$ cat src/rtl/load_store_unit.sv
// rtl/load_store_unit.sv - byte/half/word load-store unit with split-access support
//
// Accepts one load or store at a time from the pipeline and turns it into one
// or two word-aligned memory beats. Misaligned accesses that cross a word
// boundary are split into two beats. Load bytes are gathered from the enabled
// lanes and then sign- or zero-extended.
//
// Ports
//   clk, rst_n          clock, asynchronous active-low reset
//   req_valid/ready     request handshake (ready only while idle)
//   req_we              1 = store, 0 = load
//   req_funct3          access size/sign (LB/LH/LW/LBU/LHU, SB/SH/SW)
//   req_addr            byte address
//   req_wdata           store data, LSB-justified
//   rsp_valid           one-cycle completion pulse
//   rsp_rdata           extended load data (0 for stores and errors)
//   rsp_err             illegal funct3
//   mem_req/mem_gnt     memory command handshake
//   mem_we              memory write enable
//   mem_addr            word-aligned memory address
//   mem_be              byte lane enables
//   mem_wdata           lane-aligned store data
//   mem_rvalid          read data return strobe
//   mem_rdata           read data (full word, all lanes)

module load_store_unit (
  input  logic        clk,
  input  logic        rst_n,
  input  logic        req_valid,
  output logic        req_ready,
  input  logic        req_we,
  input  logic [2:0]  req_funct3,
  input  logic [31:0] req_addr,
  input  logic [31:0] req_wdata,
  output logic        rsp_valid,
  output logic [31:0] rsp_rdata,
  output logic        rsp_err,
  output logic        mem_req,
  input  logic        mem_gnt,
  output logic        mem_we,
  output logic [31:0] mem_addr,
  output logic [3:0]  mem_be,
  output logic [31:0] mem_wdata,
  input  logic        mem_rvalid,
  input  logic [31:0] mem_rdata
);

  typedef enum logic [2:0] {
    IDLE  = 3'd0,
    REQ0  = 3'd1,
    WAIT0 = 3'd2,
    REQ1  = 3'd3,
    WAIT1 = 3'd4,
    RESP  = 3'd5
  } state_t;

  localparam logic [2:0] F3_B  = 3'b000;
  localparam logic [2:0] F3_H  = 3'b001;
  localparam logic [2:0] F3_W  = 3'b010;
  localparam logic [2:0] F3_BU = 3'b100;
  localparam logic [2:0] F3_HU = 3'b101;

  state_t      state;

  // Captured request
  logic        we_q;
  logic [2:0]  funct3_q;
  logic [1:0]  off_q;
  logic [3:0]  be1_q;       // beat-1 lane enables; zero means single beat
  logic [31:0] wdata1_q;    // beat-1 store data
  logic [31:0] lo_q;        // beat-0 read data of a split load
  logic        split;

  // Request decode
  logic        req_legal;
  logic [3:0]  size_mask;
  logic [7:0]  be_span;
  logic [63:0] wdata_span;

  // Load assembly
  logic [63:0] rd_span;
  logic [31:0] rd_raw;
  logic [31:0] rd_ext;

  assign split = |be1_q;

  // The access is laid out across an 8-byte window (two words). The low half
  // of each span is beat 0, the high half is beat 1.
  always_comb begin
    size_mask = 4'b0001;
    case (req_funct3[1:0])
      2'b01:   size_mask = 4'b0011;
      2'b10:   size_mask = 4'b1111;
      default: size_mask = 4'b0001;
    endcase

    req_legal = 1'b0;
    if (req_we) begin
      req_legal = (req_funct3 == F3_B) || (req_funct3 == F3_H) ||
                  (req_funct3 == F3_W);
    end else begin
      req_legal = (req_funct3 == F3_B)  || (req_funct3 == F3_H) ||
                  (req_funct3 == F3_W)  || (req_funct3 == F3_BU) ||
                  (req_funct3 == F3_HU);
    end

    be_span    = {4'b0000, size_mask} << req_addr[1:0];
    wdata_span = {32'h0, req_wdata} << {req_addr[1:0], 3'b000};
  end

  // Beat-0 lanes form the low bytes, beat-1 lanes the high bytes; shifting
  // the two-word window down by the offset leaves the access LSB-justified.
  always_comb begin
    if (state == WAIT1) begin
      rd_span = {mem_rdata, lo_q};
    end else begin
      rd_span = {32'h0, mem_rdata};
    end
    rd_raw = 32'(rd_span >> {off_q, 3'b000});

    case (funct3_q)
      F3_B:    rd_ext = {{24{rd_raw[7]}}, rd_raw[7:0]};
      F3_H:    rd_ext = {{16{rd_raw[15]}}, rd_raw[15:0]};
      F3_BU:   rd_ext = {24'h0, rd_raw[7:0]};
      F3_HU:   rd_ext = {16'h0, rd_raw[15:0]};
      default: rd_ext = rd_raw;
    endcase
  end

  always_ff @(posedge clk or negedge rst_n) begin
    if (!rst_n) begin
      state     <= IDLE;
      req_ready <= 1'b0;
      rsp_valid <= 1'b0;
      rsp_rdata <= 32'h0;
      rsp_err   <= 1'b0;
      mem_req   <= 1'b0;
      mem_we    <= 1'b0;
      mem_addr  <= 32'h0;
      mem_be    <= 4'h0;
      mem_wdata <= 32'h0;
      we_q      <= 1'b0;
      funct3_q  <= 3'b000;
      off_q     <= 2'b00;
      be1_q     <= 4'h0;
      wdata1_q  <= 32'h0;
      lo_q      <= 32'h0;
    end else begin
      rsp_valid <= 1'b0;

      case (state)
        IDLE: begin
          req_ready <= 1'b1;
          if (req_valid && req_ready) begin
            req_ready <= 1'b0;
            we_q      <= req_we;
            funct3_q  <= req_funct3;
            off_q     <= req_addr[1:0];
            be1_q     <= be_span[7:4];
            wdata1_q  <= wdata_span[63:32];
            if (req_legal) begin
              state     <= REQ0;
              mem_req   <= 1'b1;
              mem_we    <= req_we;
              mem_addr  <= {req_addr[31:2], 2'b00};
              mem_be    <= be_span[3:0];
              mem_wdata <= req_we ? wdata_span[31:0] : 32'h0;
            end else begin
              // Illegal size code: answer immediately, never touch memory.
              state     <= RESP;
              rsp_valid <= 1'b1;
              rsp_rdata <= 32'h0;
              rsp_err   <= 1'b1;
            end
          end
        end

        REQ0: begin
          if (mem_gnt) begin
            if (we_q && split) begin
              // Second store beat goes out back-to-back; mem_req stays high.
              state     <= REQ1;
              mem_addr  <= mem_addr + 32'd4;
              mem_be    <= be1_q;
              mem_wdata <= wdata1_q;
            end else if (we_q) begin
              state     <= RESP;
              mem_req   <= 1'b0;
              rsp_valid <= 1'b1;
              rsp_rdata <= 32'h0;
              rsp_err   <= 1'b0;
            end else begin
              state   <= WAIT0;
              mem_req <= 1'b0;
            end
          end
        end

        WAIT0: begin
          if (mem_rvalid) begin
            if (split) begin
              state    <= REQ1;
              lo_q     <= mem_rdata;
              mem_req  <= 1'b1;
              mem_addr <= mem_addr + 32'd4;
              mem_be   <= be1_q;
            end else begin
              state     <= RESP;
              rsp_valid <= 1'b1;
              rsp_rdata <= rd_ext;
              rsp_err   <= 1'b0;
            end
          end
        end

        REQ1: begin
          if (mem_gnt) begin
            mem_req <= 1'b0;
            if (we_q) begin
              state     <= RESP;
              rsp_valid <= 1'b1;
              rsp_rdata <= 32'h0;
              rsp_err   <= 1'b0;
            end else begin
              state <= WAIT1;
            end
          end
        end

        WAIT1: begin
          if (mem_rvalid) begin
            state     <= RESP;
            rsp_valid <= 1'b1;
            rsp_rdata <= rd_ext;
            rsp_err   <= 1'b0;
          end
        end

        RESP: begin
          state     <= IDLE;
          req_ready <= 1'b1;
          rsp_rdata <= 32'h0;
          rsp_err   <= 1'b0;
        end

        default: begin
          state     <= IDLE;
          req_ready <= 1'b1;
          mem_req   <= 1'b0;
        end
      endcase
    end
  end

endmodule

$ cat config.mk
export PLATFORM = sky130hd
export DESIGN_NAME = load_store_unit
export DESIGN_NICKNAME = d
export VERILOG_FILES = /design/src/rtl/load_store_unit.sv
export SDC_FILE = /design/constraint.sdc
export NUM_CORES = 1
export LEC_CHECK = 0
export CORE_MARGIN = 5
export CORE_UTILIZATION = 45
export DETAILED_ROUTE_END_ITERATION = 8
export GPL_TIMING_DRIVEN = 0
export PLACE_DENSITY = 0.72
export SYNTH_ARGS = -nofsm -noshare
export SYNTH_HDL_FRONTEND = slang
export SYNTH_SLANG_ARGS = --single-unit
$ cat constraint.sdc
create_clock -name clk -period 4 [get_ports clk]
set_input_delay 1.2 -clock clk [delete_from_list [all_inputs] [get_ports clk]]
set_output_delay 1.2 -clock clk [all_outputs]
set_load 0.01 [all_outputs]
==> results by group <==
Outcome
  – Status: finished, final reports clean

Critical path
  – Reg2Reg Depth: 6
  – Crit-path cells: clkdlybuf4s50_1, inv_1, ha_1, nor3_1, a21oi_1, o211ai_1, clkbuf_1, nor3_1, a2bb2oi_1
  – CP Capture Type: flip-flop
  – Critical path's largest stage delay: about 0.77 ns
  – Top cell family by delay on the critical path: buffers and inverters
  – WP data required: 4.29 ns
  – Slowest-stage cell, CP: o211ai_1
  – Critical Path Source Type: input pin
  – Setup CP Type: in -> reg
  – CP Buf/Inv Count: 3
  – Top cell by count, worst path: nor3_1
  – Max FO, Critical Path: 10
  – R2r setup slk: 1.10 ns
  – Reg2Reg Capture Point: mem_addr[27]
  – Critical path arrival: 4.16 ns
  – Reg2reg start: be1_q[2]

Placement
  – Dpl hpwl: around 26 mm
  – Placed cell area: around 0.013 sq mm
  – Placed insts: ~1500
  – Port bufs: approximately 200
  – Placer Congestion: 0.9322

Die
  – Initial core utilization: around 45%
  – FP Rows: 55
  – Core Area: between 0.02 and 0.025 sq mm
  – Die width: 160.1 microns
  – Io pins: 210
  – Die Height: 160.1 microns
  – Die area: 0.02564 sq mm

Hold path
  – Hold EP: wdata1_q[19]
  – Hold Path Depth: 2
  – Worst min path class: reg -> reg
  – Worst Hold Launch: wdata1_q[19]

Logic synthesis
  – Compound-Gate Fraction of Synth Area: a little over a fifth
  – Seq/Total Area, Yosys: 42.20%
  – Ys async rst share: 100.0%
  – Post-synth cell types: 66
  – Main combinational cell family by area after synthesis: compound AO/OA/AOI/OAI gates
  – Number of synthesized register bits: between 150 and 200
  – Mapped Cells: between 1000 and 1500
  – Post-Synth Adder-Cell Area: less than 1%
  – Mean area per synthesized cell: roughly 9.9 sq um
  – Synth Area in Simple Gates: 14.66%
  – Ys flop type: dfrtp_1
  – Area of the mapped netlist: 0.01014 sq mm
  – Post-Synth XOR/XNOR Area: 0%
  – Number of synthesized flops with an enable pin: 0
  – Multiplexer area fraction after synthesis: 16.41%
  – Synthesis warning total: 0

Timing
  – Worst slew margin: approximately 25%
  – Tcrit/Tclk final: 96.74%
  – Actual slew at the worst max-slew pin: 1.123 ns
  – Endpoints failing setup: 0
  – Fmax: 258.4 MHz
  – Clock Skews: roughly 0.012 ns
  – RSZ-0062 raised after global routing: true
  – Hold Fails Final Rpt: 0
  – Clock period minus worst slack: 3.870 ns
  – Fin. max-slew vios: 0

Global routing
  – Largest net degree at the start of global routing: 122
  – Tot GR Track Use: around a quarter
  – Antenna violations before repair: 0
  – Grt total ovfl: 0
  – Vias in the first global route: 9784
  – First-pass GRT wire length: about 54 mm

Final layout
  – Final core occ: 59.16%
  – Nets@finish: approximately 1400
  – Antenna diodes: 0
  – Non-filler cells, final: 1551
  – Most common cell after layout, fill and taps aside: clkdlybuf4s50_1
  – Final Instance Area: 0.01327 sq mm
  – Filler Cell Count: 1914
  – Area growth from synthesis to layout: 30.88%
  – Most frequent cells in the layout: clkdlybuf4s50_1, dfrtp_1, nand2_1
  – Share of layout cells above drive strength 1: between 10% and 20%

Clocking
  – CTS tree: built
  – Clock Tree Buf Depth: 2
  – Num Clock Sinks: 171
  – # H-tree levels: 4
  – Worst-Skew Late Latency: 0.44 ns
  – Num CTS Buffers: 17
  – Clock root buffer: clkbuf_16
  – Clock transition at path regs: 0.07 ns

Drt
  – DRC errors left: 0
  – Vias: 9732
  – Drt first pass iters: 6
  – Drt wl/cell: 22.59 microns
  – Final ANT Viol Nets: 0
  – Total routed wirelength: 35.04 mm
  – DR iter-0 viols: 953
  – Number of vias per cell: 6.275

Power and ir drop
  – Power, Total: 10600 uW
  – P_leak: 0.005571 uW
  – Peak supply drop: roughly 0.00033 V
  – Pwr dens: 798.6 mW/mm^2

Run
  – Max Cap Viol: 0
==> registers in the layout, indices dropped and copies added, names as in the netlist <==
| signal | flops |
|---|---|
| req_ready | 1 |
| mem_req | 1 |
| rsp_valid | 1 |
| funct3_q | 3 |
| we_q | 1 |
| lo_q | 32 |
| wdata1_q | 24 |
| rsp_rdata | 32 |
| rsp_err | 1 |
| off_q | 2 |
| be1_q | 3 |
| mem_be | 4 |
| state | 3 |
| mem_addr | 30 |
| mem_we | 1 |
| mem_wdata | 32 |
==> final cells by class <==
type / instances / area (sq um) / share of cell area (%)
clock buffers: 18 / 439.2 / 3.309
plain buffers: 90 / 405.4 / 3.054
clock inverters: 14 / 205.2 / 1.546
well taps: 285 / 356.6 / 2.687
repair buffers: 211 / 2125 / 16.01
flip-flops and latches: 171 / 4279 / 32.24
inverters: 13 / 48.80 / 0.3676
multi-input cells: 749 / 5414 / 40.79
==> metrics by stage <==
step	hold WS [ns]	TNS, ns	setup slack (ns)
floorplan	0.4391	0	0.9854
global placement	0.4516	-939.57	-5.458
detailed placement	0.4571	-14.27	-0.3281
CTS	0.4731	0	0.1095
global route	0.4994	-0.04688	-0.01838
finish	0.4706	0	0.1304
==> cell families (layout without fill, tap and decap cells) <==
group	count (synthesis)	after routing
muxes	125	125
DFF	171	171
buffers and inverters	103	346
AOI/OAI and AO/OA	306	306
other	1	2
and+or+nand+nor	311	311
adders and majority gates	5	5
==> tightest hold or removal path, cell delays in order (launching register included) <==
cell,delay (ns)
dfrtp_1,0.35
nand2_1,0.05
nand2_1,0.05
==> layer usage <==
layer  GRT usage, %  vias up  routed length, microns
met4          10.32        0                    1259
met1          34.88     4802                   14160
met5              0        -                       0
met3          7.355       91                    3323
li1               -     4324                       -
met2          41.89      515                   16300
==> cells in the mapped netlist, drive strengths merged, types with 6 or more instances <==
cell type | instances | area, sq um
o41ai | 8 | 70.07
a21oi | 13 | 65.06
nand4 | 7 | 43.79
mux2 | 58 | 653.1
o2bb2ai | 9 | 78.83
nand3 | 46 | 230.2
clkbuf | 63 | 236.5
nor4 | 6 | 37.54
or3 | 6 | 37.54
a22oi | 24 | 180.2
and3 | 13 | 81.33
nand2b | 11 | 68.82
a211oi | 13 | 97.59
a221o | 7 | 70.07
inv | 13 | 48.80
o211ai | 16 | 160.2
dfrtp | 171 | 4279
mux2i | 42 | 432.9
o31ai | 12 | 90.09
nor3 | 35 | 180.2
a221oi | 8 | 70.07
and2 | 10 | 62.56
nor2 | 58 | 217.7
o211a | 7 | 70.07
mux4 | 25 | 578.1
a31oi | 11 | 68.82
buf | 27 | 168.9
o21a | 8 | 60.06
a211o | 16 | 140.1
nand2 | 106 | 397.9
o22ai | 15 | 93.84
o21ai | 94 | 470.5
a2bb2oi | 25 | 219.0
==> timing repair <==
item	4_1_cts	5_1_grt
gates resized for setup	0	1
setup buffers	0	4
endpoints found under the setup margin	0	37
hold buffers	0	0
endpoints found under the hold margin	0	0
==> report_power, final <==
group	internal, uW	switching (uW)	total, uW
clock	1080	765	1840
combinational	2540	3080	5620
sequential	2510	635	3140
total	6120	4480	10600
==> worst max-delay path by stage <==
stage,startpoint,to,slack (ns),depth (start not counted)
after floorplan,req_funct3[0],rsp_rdata[27],0.99,9
after global placement,rst_n,mem_addr[23],-5.46,1
after detailed placement,req_funct3[1],mem_addr[24],-0.33,9
after CTS,req_funct3[1],mem_addr[24],0.11,9
after global routing,req_funct3[1],mem_addr[27],-0.02,9
final,req_funct3[1],mem_addr[27],0.13,9
Note: power is estimated with default switching activity, not from simulation.
